--- config.mk ---
export PLATFORM = sky130hd
export DESIGN_NAME = div_seq_unit
export DESIGN_NICKNAME = d
export VERILOG_FILES = /design/src/rtl/div_seq_unit.sv
export SDC_FILE = /design/constraint.sdc
export NUM_CORES = 1
export LEC_CHECK = 0
export ABC_AREA = 0
export BUFFER_PORTS_ARGS = -buffer_cell sky130_fd_sc_hd__buf_2
export CORE_MARGIN = 2
export CORE_UTILIZATION = 44
export CTS_BUF_LIST = sky130_fd_sc_hd__clkbuf_4 sky130_fd_sc_hd__clkbuf_8
export CTS_CLUSTER_DIAMETER = 150
export DETAILED_ROUTE_END_ITERATION = 8
export PLACE_DENSITY = 0.69
export SLEW_MARGIN = 20
export SYNTH_ARGS = -nofsm -noshare
export SYNTH_HDL_FRONTEND = slang
export SYNTH_SLANG_ARGS = --single-unit
export TNS_END_PERCENT = 10
--- constraint.sdc ---
create_clock -name clk -period 7.34 [get_ports clk]
set_input_delay 0.734 -clock clk [delete_from_list [all_inputs] [get_ports clk]]
set_output_delay 0.734 -clock clk [all_outputs]
set_load 0.02 [all_outputs]
--- src/rtl/div_seq_unit.sv ---
// Multicycle signed restoring divider with a start/ready handshake.
// Quotient goes to lo and remainder to hi; a zero divisor raises a div_zero pulse.
module div_seq_unit #(
    parameter int WIDTH = 32
) (
    input  logic             clk,
    input  logic             reset,
    input  logic             start,
    input  logic [WIDTH-1:0] a,
    input  logic [WIDTH-1:0] b,
    output logic [WIDTH-1:0] hi,
    output logic [WIDTH-1:0] lo,
    output logic             ready,
    output logic             div_zero,
    output logic             busy
);
    // state  | meaning
    // IDLE   | waiting for start
    // RUN    | one restoring quotient bit per edge, count down to 1
    // FIX    | apply result signs and load hi/lo
    // DONE   | single-cycle ready (and div_zero) pulse
    localparam logic [1:0] S_IDLE = 2'd0;
    localparam logic [1:0] S_RUN  = 2'd1;
    localparam logic [1:0] S_FIX  = 2'd2;
    localparam logic [1:0] S_DONE = 2'd3;

    localparam int CW = $clog2(WIDTH + 1);

    logic [1:0]       state;
    logic [WIDTH-1:0] q;
    logic [WIDTH-1:0] divisor;
    logic [WIDTH-1:0] rem;
    logic [CW-1:0]    count;
    logic             sign_q;
    logic             sign_r;
    logic             zero_flag;

    logic [WIDTH:0]   trial;
    logic             trial_ge;
    logic [WIDTH-1:0] rem_sub;
    logic [WIDTH-1:0] a_abs;
    logic [WIDTH-1:0] b_abs;

    // Guard bit keeps the shifted remainder compare exact; the difference always fits WIDTH bits.
    assign trial    = {rem, q[WIDTH-1]};
    assign trial_ge = trial >= {1'b0, divisor};
    assign rem_sub  = trial[WIDTH-1:0] - divisor;
    assign a_abs    = a[WIDTH-1] ? -a : a;
    assign b_abs    = b[WIDTH-1] ? -b : b;

    assign busy     = (state != S_IDLE);
    assign ready    = (state == S_DONE);
    assign div_zero = (state == S_DONE) && zero_flag;

    always_ff @(posedge clk) begin
        if (reset) begin
            state     <= S_IDLE;
            q         <= '0;
            divisor   <= '0;
            rem       <= '0;
            count     <= '0;
            sign_q    <= 1'b0;
            sign_r    <= 1'b0;
            zero_flag <= 1'b0;
            hi        <= '0;
            lo        <= '0;
        end else begin
            case (state)
                S_IDLE: begin
                    if (start) begin
                        if (b == '0) begin
                            zero_flag <= 1'b1;
                            state     <= S_DONE;
                        end else begin
                            sign_q    <= a[WIDTH-1] ^ b[WIDTH-1];
                            sign_r    <= a[WIDTH-1];
                            q         <= a_abs;
                            divisor   <= b_abs;
                            rem       <= '0;
                            count     <= CW'(WIDTH);
                            zero_flag <= 1'b0;
                            state     <= S_RUN;
                        end
                    end
                end
                S_RUN: begin
                    rem   <= trial_ge ? rem_sub : trial[WIDTH-1:0];
                    q     <= {q[WIDTH-2:0], trial_ge};
                    count <= count - CW'(1);
                    if (count == CW'(1))
                        state <= S_FIX;
                end
                S_FIX: begin
                    lo    <= sign_q ? -q : q;
                    hi    <= sign_r ? -rem : rem;
                    state <= S_DONE;
                end
                default: begin
                    zero_flag <= 1'b0;
                    state     <= S_IDLE;
                end
            endcase
        end
    end
endmodule

Word-level counts from Yosys, hierarchy flattened
Cells that the tools add are included.
Operators by class
  add/subtract/negate cells: 6
  $mul: 0
  div/mod/pow operators: 0
  $lt $le $gt $ge: 1
  equality and inequality tests: 7
  shift-type cells: 0
  multiplexer cells: 21
  bitwise operators: 3
  reduce and logical (&&, ||, !) cells: 10
Operator list (number)
  $mux 32: 9
  $neg 32->32: 4
  $pmux 32 s2: 2
  $ge 33x32->1: 1
  $logic_not 32->1: 1
  $sub 32x32->32: 1
  $mux 6: 2
  $pmux 6 s2: 1
  $eq 6x1->1 const B: 1
  $mux 2: 3
  $ne 2x2->1 const B: 3
  $pmux 2 s3: 1
  $reduce_and 3->1: 2
  $sub 6x1->6 const B: 1
  $eq 2x2->1 const B: 2
  $reduce_and 2->1: 2
  $reduce_bool 2->1: 2
  $eq 2x1->1 const B: 1
  $logic_not 2->1: 1
  $mux 1: 2
  $not 1->1: 2
  $pmux 1 s2: 1
  $reduce_or 2->1: 1
  $logic_and 1x1->1: 1
  $xor 1x1->1: 1
Word-level totals
  register bits: 171
  bits in latches: 0
  bits in writable memories: 0
  bits in read-only memories: 0
  bits of input ports: 67
  output and inout bits: 67
  word-level logic and storage cells: 58
  memories: 0

Logic depth before layout (Yosys ltp)
Gate-level depths: netlist (run 1).
  word-level depth: 5
  mapped depth: 13
  mapped depth without buffers: 12

Worst setup path before layout (run 1)
OpenSTA, ideal clock, no wires.
  path kind: input-to-reg
  from: input port b[19]
  to: register count[0]
  library setup time: 128 ps
  arrival: 2963 ps
  data required time: 7212 ps
  path slack: 4249 ps
  cell stages on the path: 10
  path buffers: 2
  path through: or4_1 > nor4_1 > a41oi_1 > and2_1 > clkbuf_1 > a21oi_2 > clkbuf_1 > nor3_1 > a21oi_1 > nor2_1
Between the ends
  word-level cells in the longest chain between the ends: 3
RTL lines
  from (decl): line 10  | input logic [WIDTH-1:0] b,
  $logic_not 32->1: line 71  | if (b == '0) begin
  $ne 2x2->1 (no source line)
  $reduce_and 3->1 (no source line)
  to (signal assigned): line 80  | count <= CW'(WIDTH);
  to (signal assigned): line 89  | count <= count - CW'(1);
  to (decl): line 33  | logic [CW-1:0] count;
Every way passes these cells.
A chain may end at the register's enable or synchronous reset.

Worst setup path in the final report (run 1)
  from: input port b[19]
  to: register rem[27]
Between the ends
  word-level cells in the longest chain between the ends: 3
RTL lines
  $logic_not 32->1: line 71
  $ne 2x2->1 (no source line)
  $reduce_and 3->1 (no source line)
  to (signal assigned): line 87  | rem <= trial_ge ? rem_sub : trial[WIDTH-1:0];
  to (decl): line 32  | logic [WIDTH-1:0] rem;
Every way passes these cells.

==> parameters.txt, run 1 <==
Parameter                              Value

Worst setup path
  Kind of critical path    in -> reg
  CP arrival    4.19 ns
  CP max stage delay    0.70 ns
  Critical R2R Capture    rem[5]
  Startpoint type of the worst setup path    input pin
  Startpoint of the lowest-slack register-to-register path    rem[5]
  Biggest fanout along the worst timing path    35
  Slack of the worst reg-to-reg path    3.58 ns
  Required time of the worst setup path    7.74 ns
  Most used cell, CP    buf_4
  CP Cell Sequence    buf_2 -> or4_1 -> nor4_1 -> a41oi_1 -> nand2_1 -> o21ai_2 -> buf_4 -> nor2_1 -> buf_4 -> a32o_1 -> o21bai_1
  Critical Path Sink Type    flip-flop
  Crit path max-delay cell type    nand2_1
  R2R cell count    9

Synthesis
  Primary flip-flop cell chosen by synthesis mapping    dfxtp_1
  Synthesized netlist cell count    1376
  Syn Area/Cell    7.88 um2
  Sequential-to-total area share from yosys stat    31.6%
  Number of different library cells in the post-synthesis netlist    64
  Number of warnings reported in the yosys synthesis log    0
  Number of flip-flops and latches in the synthesized netlist    171
  Proportion of synthesized flip-flops having asynchronous set or reset    0%
  Count of flip-flops with a built-in enable after synthesis    0
  Nets in the synthesized netlist    1487
  Mapped Area    0.0108 mm2

STA
  Period minus WS final    3.79 ns
  Smallest hold slack    0.461 ns
  Worst relative slew slack    36.1%
  Minimum setup slack in the final design    3.55 ns
  Final-layout setup total negative slack    0 ns
  Unrepaired setup endpoints after global routing    false
  Final worst path period share    51.7%
  Final hold violation count    0
  Worst clock skew    0.0122 ns
  Worst Max-Slew Pin Slew    0.958 ns
  Final setup vio count    0
  Fmax achieved    264 MHz
  Max-slew violations    0

Hold path
  Terminating pin of the worst hold path    divisor[26]
  Hold Path Cell Cnt    2
  Tightest Hold Check Type    reg -> reg
  Hold_sp    divisor[26]

Floorplanning
  Horiz. Die Dim    161 um
  Die area    0.0259 mm2
  Count of boundary I/O pins    134
  Y dimension of the die    161 um
  Site Rows    57
  Area of the core    0.0242 mm2
  Effective utilization at floorplan    44.7%

Place
  Number of I/O port buffers    133
  Weighted congestion at the end of routability-driven global placement    0.955
  Detailed placement HPWL    21.7 mm
  Standard cell area after detailed placement    0.0117 mm2
  Worst Setup Slack post-DPL    3.12 ns
  Post-placement cell count    1757

Clock tree
  Clock Tree Root    clkbuf_8
  Reg clk slew, reported paths    0.11 ns
  Worst skew pair latency    0.47 ns
  Maximum level of the CTS H-tree    4
  Clock tree from TritonCTS    done
  Hold Buf Count CTS    0
  Number of setup buffers added after CTS    0
  TritonCTS sink count    171
  Number of gates given a new drive strength after cts    0
  Cts bufs inserted    17
  Bufs on Longest Clock Path    2

Power and ir drop
  Areal power density over the cells    337 mW/mm2
  VDD IR-drop max    251 uV
  Pwr Total    4.07 mW
  Leakage power figure    4.86 nW

Global routing
  Pin count of the biggest net entering global routing    96
  Antenna violations before repair    2
  Remaining Overflow, GRT    0
  Wire length of the first global-routing pass    46.9 mm
  Number of global-route vias before repair    8897
  GRT Total Usage    22.1%

Route
  Metal3 WL    1.74 mm
  Topmost layer with routed signal wires    met4
  Iteration-0 DRC Markers    791
  Total wirelength of the detailed-routed design    28.9 mm
  DRC    0
  Routed WL per cell    16.1 um
  First drt pass iteration count    5
  Via/cell ratio    5.59
  Wire length on met1    14.7 mm
  Length of routed met2 wiring    12.0 mm
  Final antenna-violating net count    0
  Via total after detailed routing    10000

Cells and area
  Count of fill cells added during filler insertion    2436
  Fraction of layout instances using a drive strength above 1    13.2%
  Non-filler instance count after layout    1791
  Synth-to-Final Area Change    11.6%
  Total non-filler cell area in the finished layout    0.0121 mm2
  Number of nets at the end of the flow    1563
  Core Util, Final    49.9%

Run
  Max Cap Viol    0

Outcome
  Result of the run    complete, no violations
flip-flops by register name (all words and copies together), names as in the netlist:
register	flops
sign_q	1
sign_r	1
count	6
zero_flag	1
hi	32
divisor	32
state	2
q	32
rem	32
lo	32
routing by layer:
| metal | track usage, % | up-vias |
|---|---|---|
| met5 | 0 | - |
| met4 | 5.68 | 0 |
| met3 | 3.02 | 27 |
| met2 | 31.9 | 313 |
| met1 | 34.2 | 4564 |
| li1 | - | 5106 |
synthesized netlist by cell type, drive strengths merged (3+ instances only):
library cell,count,area [um2]
xor2,104,911
a21oi,69,349
a32o,3,30.0
o21bai,7,52.6
a32oi,7,61.3
mux2i,43,430
and4,5,43.8
clkbuf,76,287
o31ai,33,262
and3,4,25.0
a211oi,91,688
inv,55,206
a31oi,5,31.3
or4,15,120
buf,11,46.3
or2,6,40.0
a21o,16,120
a21boi,5,37.5
nand2b,6,37.5
and2,5,31.3
nor2,143,537
ha,43,538
nand2,157,589
o21ai,107,536
o21a,6,45.0
nand4,18,113
xnor2,42,368
o41ai,24,218
nand3,16,80.1
nor4,16,100
nor3,8,40.0
or3,21,136
nor2b,4,25.0
dfxtp,171,3420
o211ai,10,75.1
final cells by class:
type / count / area [um2] / share of cell area [%]
clock inverter: 15 / 176 / 1.46
clock buffer: 17 / 234 / 1.93
multi-input combinational: 1061 / 6890 / 56.9
timing repair buffer: 144 / 751 / 6.21
inverter: 57 / 214 / 1.77
sequential: 171 / 3420 / 28.3
tap: 324 / 405 / 3.35
antenna: 2 / 5.00 / 0.0414
kinds of logic (layout without fill, tap and decap cells):
kind of cell	Yosys count	count (layout)	share of synthesized area, %
compound gates	402	402	24.6
xor+xnor	146	146	11.8
flops	171	171	31.6
simple gates	426	426	17.9
mux	43	43	3.97
buf+inv	144	233	5.04
fa+ha+maj	44	44	5.15
other cells	0	2	0
how the worst max path moves through the flow:
stage | start | end | slack, ns | depth (start not counted)
2_1_floorplan | b[19] | count[0] | 4.25 | 10
3_3_place_gp | b[19] | rem[27] | 3.15 | 11
3_5_place_dp | b[19] | rem[27] | 3.12 | 11
4_1_cts | rem[5] | rem[28] | 3.28 | 9
5_1_grt | b[19] | rem[31] | 3.17 | 11
6_report | b[19] | rem[27] | 3.55 | 11
worst max-delay path, delay by kind of cell:
family          cells  cell delay (ns)
compound gates      4             0.73
simple gates        4             1.93
buf+inv             3             0.75
report_power, final:
part / internal (mW) / total, mW / switching [mW]
logic: 0.742 / 2.03 / 1.29
clock network: 0.261 / 0.678 / 0.417
registers: 1.17 / 1.37 / 0.200
total: 2.17 / 4.07 / 1.90
cells in the final DEF (no fill, tap or decap), types with 16 or more instances in the layout:
| cell type | count |
|---|---|
| a211oi_1 | 90 |
| a21o_1 | 16 |
| a21oi_1 | 68 |
| buf_2 | 132 |
| clkbuf_8 | 17 |
| dfxtp_1 | 171 |
| ha_1 | 42 |
| inv_1 | 55 |
| mux2i_1 | 43 |
| nand2_1 | 156 |
| nand3_1 | 16 |
| nand4_1 | 18 |
| nor2_1 | 143 |
| nor4_1 | 16 |
| o21ai_0 | 104 |
| o31ai_1 | 32 |
| o41ai_1 | 23 |
| or3_1 | 20 |
| xnor2_1 | 42 |
| xor2_1 | 104 |
(Power assumes the default switching activity.)
==> run 2, diff against run 1 <==
==> constraint.sdc (replaced) <==
create_clock -name clk -period 3.81 [get_ports clk]
set_input_delay 0.381 -clock clk [delete_from_list [all_inputs] [get_ports clk]]
set_output_delay 0.381 -clock clk [all_outputs]
set_load 0.02 [all_outputs]
==> run 2 against run 1 <==
Final cell count grew 1.3%. Routed wire length rose by 4.2%. Hold slack worse by 0.27 ns. Sequential share of layout area decreased by 0.51 points. Setup slack got worse by 3.1 ns. Register-to-register slack lost 3.2 ns. Critical path depth unchanged. Via count increased by 1.4%.
==> parameters.txt, run 2 (synthesis gave the netlist of run 1 again) <==
Parameter                              Value

Worst setup path
  Critical Path Sink Type    flip-flop
  Startpoint type of the worst setup path    flip-flop
  Kind of critical path    reg -> reg
  Required time of the worst setup path    4.18 ns (-3.56 ns)
  CP arrival    3.75 ns (-0.44 ns)
  Biggest fanout along the worst timing path    14 (-60%)

STA
  Fmax achieved    296 MHz
  Unrepaired setup endpoints after global routing    false
  Max-slew violations    0 (unchanged)
  Minimum setup slack in the final design    0.429 ns (-3.12 ns)
  Smallest hold slack    0.195 ns (-0.266 ns)
  Final setup vio count    0 (unchanged)
  Worst relative slew slack    40.0% (+3.8 points)
  Worst Max-Slew Pin Slew    0.899 ns (-0.0589 ns)
  Final-layout setup total negative slack    0 ns (unchanged)
  Final worst path period share    88.7%
  Worst clock skew    0.0252 ns (+0.0130 ns)
  Final hold violation count    0 (unchanged)
  Period minus WS final    3.38 ns

Power and ir drop
  VDD IR-drop max    392 uV (+56%)
  Areal power density over the cells    654 mW/mm2 (+94%)
  Pwr Total    8.05 mW (+98%)
  Leakage power figure    5.00 nW (+2.8%)

Clock tree
  Clock tree from TritonCTS    done
  Cts bufs inserted    17 (unchanged)
  Number of gates given a new drive strength after cts    0 (unchanged)
  TritonCTS sink count    171 (unchanged)
  Worst skew pair latency    0.49 ns (+0.02 ns)
  Clock Tree Root    clkbuf_8
  Reg clk slew, reported paths    0.11 ns (about the same)
  Hold Buf Count CTS    0 (unchanged)
  Bufs on Longest Clock Path    2 (unchanged)
  Number of setup buffers added after CTS    0 (unchanged)
  Maximum level of the CTS H-tree    4 (unchanged)

Route
  Total wirelength of the detailed-routed design    30.1 mm (+4.2%)
  DRC    0 (unchanged)
  First drt pass iteration count    5 (unchanged)
  Routed WL per cell    16.6 um (+2.9%)
  Via/cell ratio    5.59 (about the same)
  Iteration-0 DRC Markers    731 (-7.6%)
  Final antenna-violating net count    0 (unchanged)
  Via total after detailed routing    10100 (+1.4%)

Hold path
  Tightest Hold Check Type    in -> reg

Global routing
  Remaining Overflow, GRT    0 (unchanged)
  Wire length of the first global-routing pass    48.4 mm (+3.2%)
  Antenna violations before repair    2 (unchanged)
  Pin count of the biggest net entering global routing    72 (-25%)
  Number of global-route vias before repair    9089 (+2.2%)
  GRT Total Usage    23.0% (+0.89 points)

Place
  Weighted congestion at the end of routability-driven global placement    0.936 (-1.9%)
  Number of I/O port buffers    133 (unchanged)
  Detailed placement HPWL    22.7 mm (+4.7%)
  Worst Setup Slack post-DPL    0.527 ns (-2.60 ns)
  Standard cell area after detailed placement    0.0119 mm2 (+1.6%)
  Post-placement cell count    1780 (+1.3%)

Cells and area
  Non-filler instance count after layout    1814 (+1.3%)
  Fraction of layout instances using a drive strength above 1    14.4% (+1.3 points)
  Most frequent cells in the layout    dfxtp_1 (171), nand2_1 (157), nor2_1 (143)
  Core Util, Final    50.8% (+0.91 points)
  Most common library cell in the layout ignoring fill and taps    dfxtp_1
  Synth-to-Final Area Change    13.6%
  Number of nets at the end of the flow    1586 (+1.5%)
  Total non-filler cell area in the finished layout    0.0123 mm2 (+1.8%)

Outcome
  Result of the run    complete, no violations

Floorplanning
  Y dimension of the die    161 um (unchanged)
  Die area    0.0259 mm2 (unchanged)
  Area of the core    0.0242 mm2 (unchanged)
  Count of boundary I/O pins    134 (unchanged)
  Effective utilization at floorplan    44.7% (unchanged)
  Site Rows    57 (unchanged)
  Horiz. Die Dim    161 um (unchanged)

Run
  Max Cap Viol    0 (unchanged)
-- run 2: report_power, final --
part           switching (mW)  leakage [nW]  internal [mW]
registers               0.424          1.39           2.25
clock network           0.867         0.219          0.523
logic                    2.50          3.39           1.48
total                    3.80          5.00           4.26
-- run 2: path summary, 6_finish.rpt --
kind	from	depth (start not counted)	slack, ns	end
worst max-delay path	rem[5]	11	0.43	rem[24]
worst min-delay path	b[0]	3	0.19	divisor[0]
worst max register to register	rem[5]	11	0.43	rem[24]
worst min register to register	divisor[3]	2	0.49	divisor[3]
-- run 2: area by class of cell --
| class | instances | area, um2 |
|---|---|---|
| fill | 2394 | 11900 |
| clock inverter | 15 | 214 |
| tap | 324 | 405 |
| clock buffer | 17 | 234 |
| multi-input combinational | 1061 | 6890 |
| inverter | 57 | 214 |
| sequential | 171 | 3420 |
| timing repair buffer | 167 | 936 |
| antenna | 2 | 5.00 |
-- run 2: per-layer routing --
| metal | GRT usage [%] | wire length, um |
|---|---|---|
| met2 | 33.5 | 12400 |
| met1 | 35.3 | 15300 |
| met5 | 0 | 0 |
| met4 | 5.60 | 416 |
| met3 | 3.36 | 1920 |
-- run 2: worst max-delay path, stage by stage, from the launching register on --
cell	delay, ns
dfxtp_1	0.48
ha_1	0.38
a211oi_1	0.41
a2bb2oi_1	0.20
a2bb2oi_1	0.37
a311oi_1	0.23
o21ai_1	0.32
buf_4	0.20
nand2_1	0.07
buf_4	0.25
nand2_1	0.23
o21ai_0	0.14
==> run 3, diff against run 2 <==
--- a/config.mk
+++ b/config.mk
@@ -12,6 +12,7 @@
 export CTS_BUF_LIST = sky130_fd_sc_hd__clkbuf_4 sky130_fd_sc_hd__clkbuf_8
 export CTS_CLUSTER_DIAMETER = 150
 export DETAILED_ROUTE_END_ITERATION = 8
+export GPL_TIMING_DRIVEN = 0
 export PLACE_DENSITY = 0.69
 export SLEW_MARGIN = 20
 export SYNTH_ARGS = -nofsm -noshare
==> run 3 against run 2 <==
Clock skew shrank 0.0013 ns. Register-to-register slack lost 0.20 ns. Critical path type unchanged. First-iteration DRC count grew 14%. Critical path depth is the same. Routed wire length grew 7.0%. Utilization grew 0.25 points. Non-clock buffer count grew 54. Total power grew 0.53%. Cell area grew 0.49%. Clock-buffer cell count is the same. Final cell count grew 2.9%.
==> parameters.txt, run 3 (synthesis gave the netlist of run 1 again) <==
Parameter                              Value

Outcome
  Result of the run    complete, no violations

Worst setup path
  Critical Path Sink Type    flip-flop
  CP top delay family    compound AO/OA/AOI/OAI gates
  R2R cell count    11 (unchanged)
  CP arrival    3.98 ns (+0.23 ns)
  Biggest fanout along the worst timing path    10 (-4)
  CP max stage delay    0.62 ns (+0.14 ns)
  Crit path max-delay cell type    a211oi_2
  Cell depth of the worst setup path    11 (unchanged)
  Buffers & Inverters on Critical Path    2 (unchanged)
  Startpoint of the lowest-slack register-to-register path    rem[22]
  Critical R2R Capture    rem[5]
  Kind of critical path    reg -> reg
  CP Cell Sequence    ha_1 -> and3_1 -> and4_1 -> a32oi_1 -> o21ai_0 -> a211oi_2 -> and2_0 -> clkbuf_1 -> buf_2 -> nand4_1 -> a31oi_1
  Required time of the worst setup path    4.21 ns (+0.03 ns)
  Slack of the worst reg-to-reg path    0.23 ns (-0.20 ns)
  Startpoint type of the worst setup path    flip-flop

Floorplanning
  Y dimension of the die    161 um (unchanged)
  Count of boundary I/O pins    134 (unchanged)
  Horiz. Die Dim    161 um (unchanged)
  Area of the core    0.0242 mm2 (unchanged)
  Die area    0.0259 mm2 (unchanged)
  Site Rows    57 (unchanged)
  Effective utilization at floorplan    44.7% (unchanged)

Clock tree
  Hold Buf Count CTS    0 (unchanged)
  Cts bufs inserted    17 (unchanged)
  Clock tree from TritonCTS    done
  Worst skew pair latency    0.49 ns (about the same)
  Maximum level of the CTS H-tree    4 (unchanged)
  Bufs on Longest Clock Path    2 (unchanged)
  Reg clk slew, reported paths    0.11 ns (about the same)
  TritonCTS sink count    171 (unchanged)
  Clock Tree Root    clkbuf_8

STA
  Fmax achieved    279 MHz (-5.6%)
  Max-slew violations    0 (unchanged)
  Final hold violation count    0 (unchanged)
  Worst relative slew slack    29.4% (-11 points)
  Final-layout setup total negative slack    0 ns (unchanged)
  Final setup vio count    0 (unchanged)
  Unrepaired setup endpoints after global routing    false
  Worst clock skew    0.0239 ns (-0.00132 ns)
  Final worst path period share    94.0% (+5.3 points)
  Period minus WS final    3.58 ns (+0.202 ns)
  Minimum setup slack in the final design    0.227 ns (-0.202 ns)
  Worst Max-Slew Pin Slew    1.05 ns (+0.149 ns)
  Smallest hold slack    0.239 ns (+0.0446 ns)

Global routing
  Number of global-route vias before repair    9709 (+6.8%)
  GRT Total Usage    24.4% (+1.5 points)
  Antenna violations before repair    0 (-2)
  Wire length of the first global-routing pass    51.2 mm (+5.8%)
  Pin count of the biggest net entering global routing    20 (-72%)
  Remaining Overflow, GRT    0 (unchanged)

Cells and area
  Synth-to-Final Area Change    14.2%
  Most frequent cells in the layout    dfxtp_1 (171), nand2_1 (157), nor2_1 (143)
  Antenna fix cells    0 (-2)
  Most common library cell in the layout ignoring fill and taps    dfxtp_1
  Count of fill cells added during filler insertion    2410 (+0.67%)
  Total non-filler cell area in the finished layout    0.0124 mm2 (+0.49%)
  Fraction of layout instances using a drive strength above 1    12.3% (-2.1 points)
  Number of nets at the end of the flow    1640 (+3.4%)

Power and ir drop
  Leakage power figure    4.95 nW (-0.95%)
  Areal power density over the cells    654 mW/mm2 (about the same)
  VDD IR-drop max    310 uV (-21%)
  Pwr Total    8.10 mW (+0.53%)

Route
  Via/cell ratio    5.67 (+1.4%)
  Iteration-0 DRC Markers    831 (+14%)
  Routed WL per cell    17.2 um (+4.0%)
  Via total after detailed routing    10600 (+4.3%)
  Total wirelength of the detailed-routed design    32.2 mm (+7.0%)
  First drt pass iteration count    6 (+1)
  DRC    0 (unchanged)
  Final antenna-violating net count    0 (unchanged)

Place
  Detailed placement HPWL    25.3 mm (+12%)
  Standard cell area after detailed placement    0.0119 mm2 (+0.35%)
  Weighted congestion at the end of routability-driven global placement    0.919 (-1.9%)
  Number of I/O port buffers    132 (-0.75%)
  Worst Setup Slack post-DPL    -0.132 ns (-0.659 ns)

Hold path
  Terminating pin of the worst hold path    divisor[5]
  Tightest Hold Check Type    in -> reg
  Hold Path Cell Cnt    3 (unchanged)
  Hold_sp    b[5]

Run
  Max Cap Viol    0 (unchanged)
run 3: cell count changes in the layout (fill, tap and decap cells not counted), sizes merged:
cell | previous run | this run
clkinv | 11 | 8
diode | 2 | 0
inv | 61 | 63
bufinv | 0 | 1
buf | 167 | 145
clkbuf | 17 | 93
run 3: layer usage:
| metal | wire length (um) | track usage (%) | up-vias | share of wire [%] |
|---|---|---|---|---|
| met2 | 14100 | 38.6 | 345 | 44 |
| met3 | 2020 | 3.23 | 29 | 6.3 |
| li1 | - | - | 5256 | - |
| met4 | 441 | 5.28 | 0 | 1.4 |
| met1 | 15600 | 35.6 | 4953 | 49 |
| met5 | 0 | 0 | - | 0 |
run 3: worst max path at each step:
| stage | startpoint | endpoint | slack, ns |
|---|---|---|---|
| 2_1_floorplan | rem[5] | rem[5] | 0.82 |
| 3_3_place_gp | rem[5] | rem[15] | -0.14 |
| 3_5_place_dp | rem[5] | rem[5] | -0.13 |
| 4_1_cts | rem[5] | rem[5] | 0.04 |
| 5_1_grt | rem[22] | rem[5] | 0.006 |
| 6_report | rem[22] | rem[5] | 0.23 |
run 3: area by class of cell:
type | count | area, um2 | area share (%)
multi-input cells | 1061 | 6890 | 55.7
flip-flops and latches | 171 | 3420 | 27.7
repair buffers | 134 | 676 | 5.46
well taps | 324 | 405 | 3.28
plain buffers | 87 | 334 | 2.70
clock buffers | 17 | 234 | 1.89
inverters | 57 | 214 | 1.73
clock inverters | 15 | 200 | 1.62
run 3: per-stage QoR:
stage	util, %	cells
after detailed placement	49.1	1832
after floorplan	-	1376
after global routing	51.0	1866
after CTS	50.9	1864
after global placement	49.1	1832
final	51.0	1866
run 3: report_power, final:
part	switching (mW)	internal (mW)	leakage, nW
logic	2.58	1.46	3.34
clock network	0.822	0.570	0.217
registers	0.410	2.25	1.39
total	3.82	4.28	4.95
run 3: timing repair:
action                                 4_1_cts  5_1_grt
buffers inserted                             0        2
gates cloned                                 0        0
setup endpoints to repair                   17       30
endpoints found under the hold margin        0        0
gates resized for setup                      3        2
pin swaps                                    0        1
run 3: worst min-delay path, cell delays in order:
cell      delay, ns
buf_2          0.10
xnor2_1        0.13
a211oi_1       0.07
